**src/rtl/icache_dm.sv**
```systemverilog
// icache_dm: direct-mapped blocking instruction cache, one-cycle hits, single-beat line refill
module icache_dm #(
  parameter int ICLN     = 4,
  parameter int ICLLEN   = 128,
  parameter int MBLEN    = 128,
  parameter int PHY_LEN  = 20,
  parameter int INST_LEN = 32
) (
  input  logic                clk,
  input  logic                rst_n,
  input  logic                req_valid_i,
  input  logic [PHY_LEN-1:0]  req_addr_i,
  output logic                req_ready_o,
  output logic                rsp_valid_o,
  output logic [INST_LEN-1:0] rsp_inst_o,
  input  logic                flush_i,
  output logic                mem_req_o,
  output logic [PHY_LEN-1:0]  mem_addr_o,
  input  logic                mem_rsp_valid_i,
  input  logic [MBLEN-1:0]    mem_rsp_data_i
);
  localparam int IDX_W = $clog2(ICLN);
  localparam int OFF_W = $clog2(ICLLEN / 8);
  localparam int TAG_W = PHY_LEN - IDX_W - OFF_W;
  localparam int K_W   = OFF_W - 2;
  typedef enum logic {IDLE, MISS} state_t;
  state_t            state;
  logic [ICLN-1:0]   valid, valid_nxt;
  logic [TAG_W-1:0]  tag_q [ICLN];
  logic [ICLLEN-1:0] data_q [ICLN];
  logic [IDX_W-1:0]  idx, m_idx;
  logic [TAG_W-1:0]  tag, m_tag;
  logic [K_W-1:0]    k, miss_k;
  logic              accept, hit, refill;
  logic              unused_ok;
  // The refill target is taken from the held mem_addr_o, so the miss only needs to remember the word select.
  always_comb begin
    idx       = req_addr_i[OFF_W +: IDX_W];
    tag       = req_addr_i[PHY_LEN-1 -: TAG_W];
    k         = req_addr_i[2 +: K_W];
    m_idx     = mem_addr_o[OFF_W +: IDX_W];
    m_tag     = mem_addr_o[PHY_LEN-1 -: TAG_W];
    accept    = req_valid_i & req_ready_o & (state == IDLE);
    hit       = valid[idx] & (tag_q[idx] == tag) & ~flush_i;
    refill    = (state == MISS) & mem_rsp_valid_i;
    valid_nxt = (flush_i ? '0 : valid) | (refill ? ICLN'(1) << m_idx : '0);
    unused_ok = ^req_addr_i[1:0];
  end
  always_ff @(posedge clk) begin
    if (!rst_n) begin
      state       <= IDLE;
      valid       <= '0;
      req_ready_o <= 1'b1;
      rsp_valid_o <= 1'b0;
      rsp_inst_o  <= '0;
      mem_req_o   <= 1'b0;
      mem_addr_o  <= '0;
      miss_k      <= '0;
    end else begin
      valid       <= valid_nxt;
      rsp_valid_o <= 1'b0;
      if (accept && hit) begin
        rsp_valid_o <= 1'b1;
        rsp_inst_o  <= data_q[idx][k*INST_LEN +: INST_LEN];
      end else if (accept) begin
        state       <= MISS;
        req_ready_o <= 1'b0;
        mem_req_o   <= 1'b1;
        mem_addr_o  <= {req_addr_i[PHY_LEN-1:OFF_W], OFF_W'(0)};
        miss_k      <= k;
      end else if (refill) begin
        state       <= IDLE;
        req_ready_o <= 1'b1;
        mem_req_o   <= 1'b0;
        rsp_valid_o <= 1'b1;
        rsp_inst_o  <= mem_rsp_data_i[miss_k*INST_LEN +: INST_LEN];
      end
    end
  end
  // Tag and data arrays carry no reset; only the valid bits decide whether they are trusted.
  always_ff @(posedge clk) begin
    if (refill) begin
      tag_q[m_idx]  <= m_tag;
      data_q[m_idx] <= mem_rsp_data_i;
    end
  end
endmodule

```
**config.mk**
```make
export PLATFORM = sky130hd
export DESIGN_NAME = icache_dm
export DESIGN_NICKNAME = d
export VERILOG_FILES = /design/src/rtl/icache_dm.sv
export SDC_FILE = /design/constraint.sdc
export NUM_CORES = 1
export LEC_CHECK = 0
export ABC_AREA = 1
export CAP_MARGIN = 10
export CORE_UTILIZATION = 30
export DETAILED_ROUTE_END_ITERATION = 12
export PLACE_DENSITY_LB_ADDON = 0.05
export SYNTH_ARGS = -nofsm -noshare
export SYNTH_HDL_FRONTEND = slang
export SYNTH_SLANG_ARGS = --single-unit
```
**constraint.sdc**
```tcl
create_clock -name clk -period 19.6 [get_ports clk]
set_input_delay 4.9 -clock clk [delete_from_list [all_inputs] [get_ports clk]]
set_output_delay 4.9 -clock clk [all_outputs]
set_load 0.05 [all_outputs]
```
# After elaboration in Yosys (flattened, before gate mapping)
# Memory sizes are Yosys's and may differ from the RTL's.
# Cells that the tools add are included.
[totals]
ff_bits = 57
ram_bits = 568
inputBits = 153
out_inout_bits = 55
elab_cells = 45
memories = 2
[op_classes]
magnitude_cmp = 1
eq_ne = 2
shifts = 3
n_mux = 15
bitwise_logic = 9
reduce_logical = 6
[mem_list]
columns = ["name", "depth", "word_bits", "rd", "rd_ports_with_merged_regs", "write_ports", "line", "text"]
rows = [
  ["data_q", 4, 128, 1, 0, 1, "30", "logic [ICLLEN-1:0] data_q [ICLN];"],
  ["tag_q", 4, 14, 1, 0, 1, "29", "logic [TAG_W-1:0] tag_q [ICLN];"],
]
[ops]
columns = ["op", "count"]
rows = [
  ["128-bit by 8-bit variable part select with 32-bit output", 2],
  ["32-bit two-way mux", 3],
  ["14-bit equality test", 1],
  ["1-bit two-way mux", 9],
  ["4-bit two-way mux", 2],
  ["2-bit AND reduction", 3],
  ["1-bit bitwise AND", 5],
  ["4-bit bitwise OR", 1],
  ["2-bit nonzero test", 2],
  ["1-bit by 2-bit left shift with 4-bit output (first input constant)", 1],
  ["2-bit by 3-bit < comparator with 1-bit output (second input constant)", 1],
  ["1-bit inverter", 3],
  ["1-bit binary-select mux with 2-bit select", 1],
  ["2-bit by 1-bit inequality test with 1-bit output (second input constant)", 1],
  ["1-bit logical AND", 1],
]

# Logic depth before layout (Yosys ltp)
[logic_depth]
ltp_word = 7
ltp_mapped = 17
mapped_depth_nobuf = 14

# Worst setup path after synthesis
# No wires, ideal clock.
[synth_timing]
path_type = "in2reg"
from = "in mem_rsp_valid_i"
to = "mem data_q[0][0] (enable)"
t_arrival_ps = 14834
required_time_ps = 18781
setup_slack_ps = 3947
path_stages = 3
path_cell_list = "nand2_1 -> clkbuf_1 -> nor3_1"
[synth_via]
elab_chain_cells = 3
[synth_rtl]
columns = ["element", "line", "text"]
rows = [
  ["start: declaration", "19", "input logic mem_rsp_valid_i,"],
  ["1-bit bitwise AND", "45", "refill = (state == MISS) & mem_rsp_valid_i;"],
  ["1-bit two-way mux", "82", "if (refill) begin"],
  ["1-bit two-way mux (not written as such)", "84", "data_q[m_idx] <= mem_rsp_data_i;"],
  ["end: declaration", "30", ""],
]
# Every way passes these cells.

# Worst setup path in the final report
[layout_timing]
from = "in req_addr_i[4]"
to = "reg rsp_inst_o[8]"
[layout_via]
elab_chain_cells = 7
elab_cells_between_ends = 13
classes_between = "eq/ne (2); shift (1); mux (3); bitwise (2); reduce/logical (3); memory (2)"
[layout_rtl]
columns = ["element", "line", "text"]
rows = [
  ["start: declaration", "12", "input logic [PHY_LEN-1:0] req_addr_i,"],
  ["parallel branches: the longest is 7 deep, another holds memory read 4 x 128 bit", "-", ""],
  ["end signal: assignment", "64", "rsp_inst_o <= data_q[idx][k*INST_LEN +: INST_LEN];"],
  ["end signal: assignment", "76", "rsp_inst_o <= mem_rsp_data_i[miss_k*INST_LEN +: INST_LEN];"],
  ["end: declaration", "15", "output logic [INST_LEN-1:0] rsp_inst_o,"],
]
# Parallel ways; which one is timed is not known. The select of a mux whose other input is x is not followed.
# A chain may end at the register's enable or synchronous reset.

==> impl_metrics.ini <==
[routing]
num_vias = 18500
vias_per_cell = 4.96
drc_errors = 0
first_iter_violations = 1243
antenna_left = 0
wl_per_cell_um = 24.3
drtPass1Iterations = 5
wl_mm = 90.7

[place]
dp_hpwl_mm = 50.2
post-place-ws_ns = 9.77
placed_area_mm2 = 0.0290
gp_congestion = 0.733
numPortBuffers = 201

[worst_setup_path]
critPathLaunchType = primary input
max_stage_delay_ns = 0.71
crit_family = buffers and inverters
cp_max_fo = 105
worst_ep_arrival_time_ns = 9.68
slowest_stage = buf_4
crit_top_cell = nand2_1
required_ns = 20.12
cp-end-kind = flip-flop
crit_chain = buf_8 -> buf_4 -> inv_8 -> nand2_1 -> nand3_1 -> nand3b_1 -> nand2_1 -> nor2_1 -> nand2_1 -> nor2_4 -> buf_4 -> nand3_4 -> buf_4 -> nand2_1 -> nand2_1 -> a21oi_1
crit_type = primary input to flip-flop
cp_num_buf_inv = 5

[clock_tree]
insertion_delay_ns = 0.61
cts_tree = yes
cts_buffers = 72
cts_sinks = 625
clk_pin_slew_ns = 0.05
postCtsSetupRepairBufs = 0
cts_buffer_depth = 3
htreeDepth = 3
ctsRootBufferMaster = clkbuf_16
cts.repair.resized = 0
hold_buffers = 0

[timing]
grt_setup_unrepaired = false
max_freq_mhz = 109
drv_slew = 0
finalSetupTns_ns = 0
finalHoldViolations = 0
layout_min_cycle_time_ns = 9.17
max_slew_margin_pct = 22.7
worst_slack_ns = 10.43
report.final.setup_viol = 0
finalClockSkew_ns = 0.0310
tightest_slew_ns = 1.16
finalCritPeriodShare_pct = 46.8

[synth]
synth_top_family_by_area = simple AND/OR/NAND/NOR gates
yosys-top-cells-area = edfxtp_1, o21ai_0, nor2_1
muxShareOfSynthArea_pct = 0
synth_compound_area_share_pct = 10.1
async_flop_share_pct = 0
synth_commonest_cells = edfxtp_1, nor2_1, o21ai_0
synth_top_area_share_pct = 65.6
synth_xor_area_share_pct = 0
synth_edf_count = 568
ys_warn_count = 0
netlist_area_mm2 = 0.0260
ys_seq_elements = 625
synth_ff_type = edfxtp_1
synthAdderAreaFrac_pct = 0
synth_most_common_cell = edfxtp_1
synth_cell_types = 24
synthSimpleGateAreaFrac_pct = 16.8
ys_seq_area_share_pct = 70.0
yosysTopAreaCell = edfxtp_1
syn-instance-count = 2383
syn_avg_cell_area_um2 = 10.9

[die]
die_w_um = 296
row_count = 107
io_pins = 208
dieArea_mm2 = 0.0878
die_y_um = 296
initial_core_util_pct = 30.4
core_area_mm2 = 0.0855

[global_route]
grt_use_total_pct = 20.6
antenna_found_initial = 31
grt_max_degree = 188
first_global_vias = 18100
gr-total-overflow = 0
grt_pass1_wl_mm = 130

[final_layout]
nNetsFinal = 2678
fin_area_mm2 = 0.0313
layout-drive-gt1-share_pct = 5.93
syn_to_final_growth_pct = 20.5
utilization_pct = 36.6

[run]
maxCapViolCount = 0

[power_and_ir_drop]
total_power_mw = 3.09
p_per_area_mw_per_mm2 = 98.8
leakage_nw = 10.6
ir_drop_uv = 49.2

[hold_path]
hold_class = flip-flop to flip-flop

[run_status]
outcome = completed
==> state kept, by name, indices dropped and copies added (netlist names), 2 cells and up <==
name / cells
data_q: 512
tag_q: 56
rsp_inst_o: 32
mem_addr_o: 16
valid: 4
miss_k: 2
==> routing by layer <==
metal | up-vias | GRT usage, % | wire [µm]
met5 | - | 0 | 134
met4 | 22 | 5.15 | 1750
met3 | 147 | 4.48 | 5450
met2 | 504 | 33.0 | 41900
met1 | 9129 | 28.3 | 41500
li1 | 8707 | - | -
==> placed cells by master (no fill, tap or decap), drive strengths merged <==
cell	synthesis	layout
edfxtp	568	568
nor2	530	530
o21ai	404	404
nand2	371	371
clkdlybuf4s50	0	197
nand3	128	128
clkbuf	96	95
dfxtp	57	57
a21oi	38	38
buf	74	38
nand4	32	32
o32ai	32	32
clkinv	0	29
inv	14	16
nand3b	13	13
o22ai	10	10
o211ai	10	10
bufinv	0	5
nor3	4	4
conb	1	4
diode	0	3
and2	1	1
==> stage by stage <==
stage	instances	hold slack (ns)
finish	3729	0.488
CTS	3726	0.492
detailed placement	3595	0.478
global placement	3595	0.466
global route	3729	0.505
floorplan	2386	0.457
==> final timing paths <==
path              slack [ns]  depth (start not counted)                  startpoint                         end
hold / removal          0.49                          2  rsp_inst_o[6]$_SDFFE_PN0P_  rsp_inst_o[6]$_SDFFE_PN0P_
setup / recovery       10.43                         16               req_addr_i[4]  rsp_inst_o[8]$_SDFFE_PN0P_
hold reg to reg         0.49                          2  rsp_inst_o[6]$_SDFFE_PN0P_  rsp_inst_o[6]$_SDFFE_PN0P_
setup reg to reg       16.15                         13       tag_q[1][2]$_DFFE_PP_  rsp_inst_o[8]$_SDFFE_PN0P_
==> tightest hold or removal path: cells and delay by family (launching register included) <==
family | cells | cell delay (ns)
AND/OR/NAND/NOR | 1 | 0.08
AO/OA/AOI/OAI | 1 | 0.06
flip-flops | 1 | 0.31
==> cell families (layout without fill, tap and decap cells) <==
group	Yosys count	count (layout)
and+or+nand+nor	1079	1079
other	1	7
DFF	625	625
buffers and inverters	184	380
AOI/OAI and AO/OA	494	494
==> area by class of cell <==
| type | instances | area (µm²) |
|---|---|---|
| sequential | 625 | 18200 |
| clock inverter | 36 | 303 |
| timing repair buffer | 235 | 2290 |
| inverter | 14 | 62.6 |
| multi-input combinational | 1577 | 7050 |
| antenna | 3 | 7.51 |
| clock buffer | 95 | 1970 |
| fill | 8430 | 54200 |
| tap | 1144 | 1430 |
==> report_power, final <==
part,internal (mW),switching (mW)
Clock,0.772,0.538
Combinational,0.0881,0.198
Sequential,1.48,0.0149
Total,2.34,0.750
Note: power is estimated with default switching activity, not from simulation.
